`src/rtl/fp_comp_add.sv`:
```
// fp_comp_add: registered IEEE-754 adder with one cycle of latency.
//   DOUBLE=0 : 64-bit word holds a packed complex binary32 value
//              (real [63:32], imag [31:0]); both lanes are added independently.
//   DOUBLE=1 : 64-bit word holds one binary64 value.
// Subnormal inputs are read as signed zero and sub-normal results flush to
// signed zero. Rounding is round-to-nearest, ties-to-even.
// Optional build macro COMP_ADD_FLAGS_EN adds a registered flags[2:0] output
// {invalid, overflow, inexact}.

module fp_comp_add_lane #(
    parameter int unsigned EW = 8,
    parameter int unsigned MW = 23
) (
    input  logic [EW+MW:0] a,
    input  logic [EW+MW:0] b,
    output logic [EW+MW:0] sum
`ifdef COMP_ADD_FLAGS_EN
    ,
    output logic           inexact,
    output logic           overflow,
    output logic           invalid
`endif
);

    localparam int unsigned W   = EW + MW + 1;
    localparam int unsigned SW  = MW + 5;          // carry, hidden, fraction, G, R, S
    localparam int unsigned LZW = $clog2(SW + 1);

    localparam logic [EW-1:0]   EMAX  = '1;
    localparam logic [EW-1:0]   DMAX  = EW'(MW + 4);
    localparam logic [EW+1:0]   ONE_E = (EW+2)'(1);
    localparam logic [W-1:0]    QNAN  = {1'b0, EMAX, 1'b1, {(MW-1){1'b0}}};

    // operand fields
    logic          s_a, s_b;
    logic [EW-1:0] e_a, e_b;
    logic [MW-1:0] f_a, f_b;
    logic [MW:0]   sig_a, sig_b;
    logic          nan_a, nan_b, inf_a, inf_b;
    logic          a_big;

    assign s_a   = a[W-1];
    assign s_b   = b[W-1];
    assign e_a   = a[W-2:MW];
    assign e_b   = b[W-2:MW];
    assign f_a   = a[MW-1:0];
    assign f_b   = b[MW-1:0];
    assign nan_a = (e_a == EMAX) && (f_a != '0);
    assign nan_b = (e_b == EMAX) && (f_b != '0);
    assign inf_a = (e_a == EMAX) && (f_a == '0);
    assign inf_b = (e_b == EMAX) && (f_b == '0);
    // exponent zero means zero here: the fraction of a subnormal is discarded
    assign sig_a = (e_a == '0) ? '0 : {1'b1, f_a};
    assign sig_b = (e_b == '0) ? '0 : {1'b1, f_b};
    assign a_big = {e_a, sig_a} >= {e_b, sig_b};

    // swap / align / add-or-subtract
    logic          s_l;
    logic [EW-1:0] e_l, e_s, d, d_c;
    logic [MW:0]   sig_l, sig_s;
    logic [MW+3:0] small_ext, shifted, mask, ones, aligned;
    logic          sticky, eff_sub;
    logic [SW-1:0] raw;

    // Larger magnitude goes first so the subtraction never goes negative.
    always_comb begin
        s_l       = a_big ? s_a   : s_b;
        e_l       = a_big ? e_a   : e_b;
        sig_l     = a_big ? sig_a : sig_b;
        e_s       = a_big ? e_b   : e_a;
        sig_s     = a_big ? sig_b : sig_a;
        d         = e_l - e_s;
        d_c       = (d > DMAX) ? DMAX : d;
        ones      = '1;
        small_ext = {sig_s, 3'b000};
        shifted   = small_ext >> d_c;
        mask      = ~(ones << d_c);
        sticky    = |(small_ext & mask);
        aligned   = {shifted[MW+3:1], shifted[0] | sticky};
        eff_sub   = s_a ^ s_b;
        raw       = eff_sub ? ({1'b0, sig_l, 3'b000} - {1'b0, aligned})
                            : ({1'b0, sig_l, 3'b000} + {1'b0, aligned});
    end

    // leading-zero count of the raw sum (SW when the sum is zero)
    logic [LZW-1:0] lz;
    logic           found;

    // Count zeros from the carry position downwards.
    always_comb begin
        lz    = '0;
        found = 1'b0;
        for (int unsigned i = 0; i < SW; i++) begin
            if (!found) begin
                if (raw[SW-1-i]) found = 1'b1;
                else             lz    = lz + 1'b1;
            end
        end
    end

    // normalise / round / special-case selection
    logic [SW-1:0] norm;
    logic [MW-1:0] mant;
    logic [MW:0]   mant_r;
    logic          g, st, rnd_up, is_zero;
    logic [EW+1:0] e_norm, e_rnd;
`ifdef COMP_ADD_FLAGS_EN
    logic          snan_a, snan_b;

    assign snan_a = nan_a && !f_a[MW-1];
    assign snan_b = nan_b && !f_b[MW-1];
`endif

    // Normalise so the leading one sits in the carry slot, then round and
    // pick the final encoding; specials take priority in listed order.
    always_comb begin
        norm    = raw << lz;
        is_zero = !norm[SW-1];
        mant    = norm[SW-2:4];
        g       = norm[3];
        st      = |norm[2:0];
        rnd_up  = g & (st | mant[0]);
        mant_r  = {1'b0, mant} + {{MW{1'b0}}, rnd_up};
        e_norm  = {2'b00, e_l} + ONE_E - (EW+2)'(lz);
        e_rnd   = e_norm + (EW+2)'(mant_r[MW]);
        sum     = '0;
`ifdef COMP_ADD_FLAGS_EN
        inexact  = 1'b0;
        overflow = 1'b0;
        invalid  = 1'b0;
`endif
        if (nan_a || nan_b) begin
            sum = QNAN;
`ifdef COMP_ADD_FLAGS_EN
            invalid = snan_a | snan_b;
`endif
        end else if (inf_a && inf_b && (s_a != s_b)) begin
            sum = QNAN;
`ifdef COMP_ADD_FLAGS_EN
            invalid = 1'b1;
`endif
        end else if (inf_a) begin
            sum = a;
        end else if (inf_b) begin
            sum = b;
        end else if (is_zero) begin
            // exact cancellation gives +0; like-signed zeros keep their sign
            sum = {eff_sub ? 1'b0 : s_a, {(W-1){1'b0}}};
        end else if (e_rnd[EW+1] || (e_rnd == '0)) begin
            sum = {s_l, {(W-1){1'b0}}};
`ifdef COMP_ADD_FLAGS_EN
            inexact = 1'b1;
`endif
        end else if (e_rnd >= {2'b00, EMAX}) begin
            sum = {s_l, EMAX, {MW{1'b0}}};
`ifdef COMP_ADD_FLAGS_EN
            overflow = 1'b1;
            inexact  = 1'b1;
`endif
        end else begin
            // on mantissa carry-out the low bits are already zero
            sum = {s_l, e_rnd[EW-1:0], mant_r[MW-1:0]};
`ifdef COMP_ADD_FLAGS_EN
            inexact = g | st;
`endif
        end
    end

endmodule

module fp_comp_add #(
    parameter int unsigned DOUBLE = 0
) (
    input  logic        clk,
    input  logic        rst_n,
    input  logic        in_valid,
    input  logic [63:0] a,
    input  logic [63:0] b,
    output logic        out_valid,
    output logic [63:0] result
`ifdef COMP_ADD_FLAGS_EN
    ,
    output logic [2:0]  flags
`endif
);

    logic [63:0] sum_c;
`ifdef COMP_ADD_FLAGS_EN
    logic [2:0]  flags_c;
`endif

    if (DOUBLE != 0) begin : g_dbl
        fp_comp_add_lane #(.EW(11), .MW(52)) u_lane (
            .a        (a),
            .b        (b),
            .sum      (sum_c)
`ifdef COMP_ADD_FLAGS_EN
            ,
            .inexact  (flags_c[0]),
            .overflow (flags_c[1]),
            .invalid  (flags_c[2])
`endif
        );
    end else begin : g_cplx
`ifdef COMP_ADD_FLAGS_EN
        logic [1:0] inx, ovf, inv;

        assign flags_c = {|inv, |ovf, |inx};
`endif
        fp_comp_add_lane #(.EW(8), .MW(23)) u_re (
            .a        (a[63:32]),
            .b        (b[63:32]),
            .sum      (sum_c[63:32])
`ifdef COMP_ADD_FLAGS_EN
            ,
            .inexact  (inx[1]),
            .overflow (ovf[1]),
            .invalid  (inv[1])
`endif
        );
        fp_comp_add_lane #(.EW(8), .MW(23)) u_im (
            .a        (a[31:0]),
            .b        (b[31:0]),
            .sum      (sum_c[31:0])
`ifdef COMP_ADD_FLAGS_EN
            ,
            .inexact  (inx[0]),
            .overflow (ovf[0]),
            .invalid  (inv[0])
`endif
        );
    end

    // Output register: capture the sum on accepted operations, hold otherwise.
    always_ff @(posedge clk or negedge rst_n) begin
        if (!rst_n) begin
            out_valid <= 1'b0;
            result    <= '0;
`ifdef COMP_ADD_FLAGS_EN
            flags     <= '0;
`endif
        end else begin
            out_valid <= in_valid;
            if (in_valid) begin
                result <= sum_c;
`ifdef COMP_ADD_FLAGS_EN
                flags  <= flags_c;
`endif
            end
        end
    end

endmodule

```
`config.mk`:
```
export PLATFORM = sky130hd
export DESIGN_NAME = fp_comp_add
export DESIGN_NICKNAME = d
export VERILOG_FILES = /design/src/rtl/fp_comp_add.sv
export SDC_FILE = /design/constraint.sdc
export NUM_CORES = 1
export LEC_CHECK = 0
export BUFFER_PORTS_ARGS = -buffer_cell sky130_fd_sc_hd__buf_2
export CORE_UTILIZATION = 45
export DETAILED_ROUTE_END_ITERATION = 12
export PLACE_DENSITY_LB_ADDON = 0.05
export SLEW_MARGIN = 20
export SYNTH_ARGS = -nofsm -noshare
export SYNTH_HDL_FRONTEND = slang
export SYNTH_SLANG_ARGS = --single-unit
```
`constraint.sdc`:
```
create_clock -name clk -period 1.05 [get_ports clk]
set_clock_uncertainty 0.1 [all_clocks]
set_input_delay 0.105 -clock clk [delete_from_list [all_inputs] [get_ports clk]]
set_output_delay 0.105 -clock clk [all_outputs]
set_load 0.05 [all_outputs]
```
==> results of run 1 <==
[cell families after synthesis]
family	count (synthesis)	synth area share, %
compound gates	1558	33.1
fa+ha+maj	265	10.5
mux	189	6.48
flops	65	5.14
simple gates	2039	31.3
xor+xnor	219	6.92
buf+inv	525	6.57
[through the flow]
step,TNS (ps),cells
2_1_floorplan,-1431090,4860
3_3_place_gp,-1509300,7723
4_1_cts,-1465590,7931
3_5_place_dp,-1548030,7723
[timing repair]
item | in CTS
endpoints found under the hold margin | 65
endpoints found under the setup margin | 129
hold buffers | 1
gates resized for setup | 425
setup buffers | 196
gates cloned | 13
pin swaps | 183
[metal layers]
layer  track usage, %  GRT overflow
met5             34.6             1
met4             46.9            33
met3             43.0             7
met2             84.5            40
met1             72.4            10
==> metrics, run 1 <==
CTS sink count 65; count of buffers from port buffering 195; Num CTS Buffers 9; syn_nets 5245; Yosys reg bits 65; Syn Inst Count 4860; Total GRT Usage 65.2%; # rows 96; Mapped Avg Cell Area 6.51 sq um; worst_ep grt result[32]$_DFFE_PN0P_/D; Final HPWL DP 132000 um; global route overflow 91; Clock Path Buffers 2; H-tree depth 3; synthesized area 0.0316 sq mm; Initial Utilization 45.8%; total of warnings raised by yosys 0; Failed at global routing (5_1_grt); most frequent cell after synthesis nand2_1; initial antenna violation count 27; unique cell type count in the Yosys netlist 122; Synth top area share 9.89%; status did not finish; die height 267 um; Synth area leaders ha_1 9.9%, nand2_1 7.5%, a21oi_1 6.0%; Setup WS pre-CTS -24840 ps; sequential-to-total area share from yosys stat 5.14%; EDFF count, synth 0; Post-synth ARST share 100%; main flop type after synthesis dfrtp_1; die span in x 267 um; Ports 196; Area after DPL 0.0488 sq mm; Worst EP kind sequential cell input; area leader, netlist ha_1; clock root cell clkbuf_16; largest net degree at the start of global routing 73; tool error [ERROR GRT-0232] Routing congestion too high. Check the congestion heatmap in the GUI.; RD Place Congestion 1.06; Commonest cells post-synth 630 x nand2_1, 489 x nor2_1, 382 x a21oi_1
==> run 2, diff against run 1 <==
CORE_UTILIZATION = 30   (was 45)
PLACE_DENSITY_LB_ADDON = 0.15   (was 0.05)
==> run 2 against run 1 <==
The flow now finishes, with violations (setup timing). Area after synthesis did not move. Synthesized cell count did not move.
==> metrics, run 2 <==
status finished, violations left; failing checks setup timing; register with the most flip-flops result; Tmin final 25070 ps; Req. time, crit path 1220 ps; FILL cells 10300; DR pass1 iterations 6; Psw 43.7 mW; Synth area leaders ha_1 9.9%, nand2_1 7.5%, a21oi_1 6.0%; Routed Antenna Nets 0; Via Count 45700; multi-input logic area 0.0308 sq mm; P_int 44.5 mW; final setup vio count 129; initial antenna violation count 1; Commonest cells post-synth 630 x nand2_1, 489 x nor2_1, 382 x a21oi_1; mean routed wirelength per cell 20.1 um; RD Place Congestion 0.976; Final HPWL DP 141000 um; Syn-to-layout area delta 73.0%; critical path's top delay family compound AO/OA/AOI/OAI gates; Mapped Avg Cell Area 6.51 sq um; clock slew at reported path FFs 70 ps; Num CTS Buffers 9; Core Region 0.104 sq mm; total of warnings raised by yosys 0; Worst R2R End result[50]; r2r setup slk 40 ps; Worst-Margin Slew 876 ps; Max VDD drop 0.00123 V; CP Class in2reg; Crit path top cell by count ha_1; # rows 118; most frequent cell after synthesis nand2_1; clock root cell clkbuf_16; Vias per Instance 5.41; Yosys reg bits 65; WP buf/inv 18; area leader, netlist ha_1; first-pass GRT wire length 257000 um; die height 327 um; PnR Total Power 88.1 mW; commonest non-fill, non-tap cell in the layout buf_4; 1st-iter DRT viols 3566; count of buffers from port buffering 195; fin. max-slew vios 0; max reg flops 64; P_leak 25.8 nW; drc violations 0; Post-synth ARST share 100%; Initial Utilization 30.4%; Final WS setup -24020 ps; vias in the first global route 44200; Seq pwr share 5.4%; fraction of layout instances using a drive strength above 1 44.0%; TritonCTS clock tree done; final period utilization 2390%; Area after DPL 0.0498 sq mm; Hold Crit Class in2async; H-tree depth 3; final instance area 0.0547 sq mm; final core occ 52.6%; die span in x 327 um; Max Cap Viol 0; CTS sink count 65; RSZ-0062 raised after global routing true; Synth top area share 9.89%; commonest non-fill, non-tap cells in the layout 2190 x buf_4, 594 x nand2_1, 454 x nor2_1; Peak Freq 0.0399 GHz; top flop regs result: 64 flops, out_valid: 1 flops; die area 0.107 sq mm; slowest CP cell or4_1; slowest stage delay, CP 570 ps; sequential-to-total area share from yosys stat 5.14%; Syn Inst Count 4860; FF-to-FF path depth 2; synthesized area 0.0316 sq mm; Critical Path Sink Type register; final WL 170000 um; CP Launch Point b[57]; critical path depth in cells 145; Total GRT Usage 30.5%; Clock Path Buffers 2; syn_nets 5245; EDFF count, synth 0; clk_lat worst skew 340 ps; Comb power frac 90.7%; register area 0.00166 sq mm; critical path launch point type primary input; largest net degree at the start of global routing 82; Clock power frac 3.9%; Ports 196; Switching Share 49.5%; Critical R2R Launch result[50]; Final Hold Fails 0; unique cell type count in the Yosys netlist 122; Critical Path AT 25240 ps; worst-path maximum fanout 19; Power Density 1610 mW/mm^2; Slew headroom 40.8%; global route overflow 0; final layout net count 7456; main flop type after synthesis dfrtp_1; crit path to result[39]
run 2: cell type report:
cell class | instances | area share [%]
clock buffer | 10 | 0.437
clock inverter | 6 | 0.165
timing repair buffer | 2463 | 35.1
antenna | 2 | 0.00914
sequential | 65 | 3.04
multi-input combinational | 4271 | 56.3
tap | 1380 | 3.15
inverter | 261 | 1.81
run 2: per-stage QoR:
stage          setup slack [ps]  instances  hold WS (ps)  setup TNS [ps]
2_1_floorplan            -23610       4860          -291        -1431090
5_1_grt                  -25410       8456           132        -1577590
3_3_place_gp             -25190       8200         -94.4        -1531560
6_report                 -24020       8458           111        -1494610
4_1_cts                  -23830       8375           116        -1474870
3_5_place_dp             -25160       8200         -90.9        -1545080
run 2: logic make-up (layout without fill, tap and decap cells):
| group | Yosys count | after routing | synth area share (%) |
|---|---|---|---|
| multiplexers | 189 | 189 | 6.48 |
| XOR/XNOR | 219 | 219 | 6.92 |
| AO/OA/AOI/OAI | 1558 | 1558 | 33.1 |
| other | 0 | 2 | 0 |
| buffers and inverters | 525 | 2740 | 6.57 |
| AND/OR/NAND/NOR | 2039 | 2040 | 31.3 |
| adder cells (fa/ha/maj) | 265 | 265 | 10.5 |
| flip-flops | 65 | 65 | 5.14 |
run 2: power by group through the flow:
| stage | combinational [mW] | sequential [mW] | clock [mW] |
|---|---|---|---|
| 6_report | 80.0 | 4.76 | 3.41 |
| 2_1_floorplan | 32.9 | 6.63 | 0 |
| 3_5_place_dp | 69.7 | 4.51 | 0 |
| 5_1_grt | 85.6 | 4.77 | 3.56 |
| 4_1_cts | 75.3 | 4.67 | 3.44 |
| 3_3_place_gp | 69.6 | 4.56 | 0 |
run 2: timing repair:
| action | in CTS | in global routing |
|---|---|---|
| hold buffers | 1 | 0 |
| setup buffers | 169 | 90 |
| endpoints found under the hold margin | 65 | 0 |
| resized for setup | 366 | 280 |
| gates cloned | 10 | 1 |
| setup endpoints to repair | 129 | 129 |
| pin swaps | 154 | 141 |
run 2: worst min-delay path by stage:
| stage | cells past startpoint | endpoint | start | slack (ps) |
|---|---|---|---|---|
| after detailed placement | 1 | result[49] | rst_n | -90 |
| after global placement | 1 | result[49] | rst_n | -90 |
| after floorplan | 0 | out_valid | rst_n | -290 |
| after global routing | 2 | result[49] | rst_n | 130 |
| after CTS | 2 | result[16] | rst_n | 120 |
| final | 2 | result[53] | rst_n | 110 |
run 2: layer usage:
layer  global-route usage, %  vias up  wire length [um]
li1                        -    22400                 -
met1                    41.2    21800             76400
met4                    8.90        0              5620
met5                       0        -                 0
met3                    2.33      218              9280
met2                    51.3     1338             78300
(Power assumes the default switching activity.)
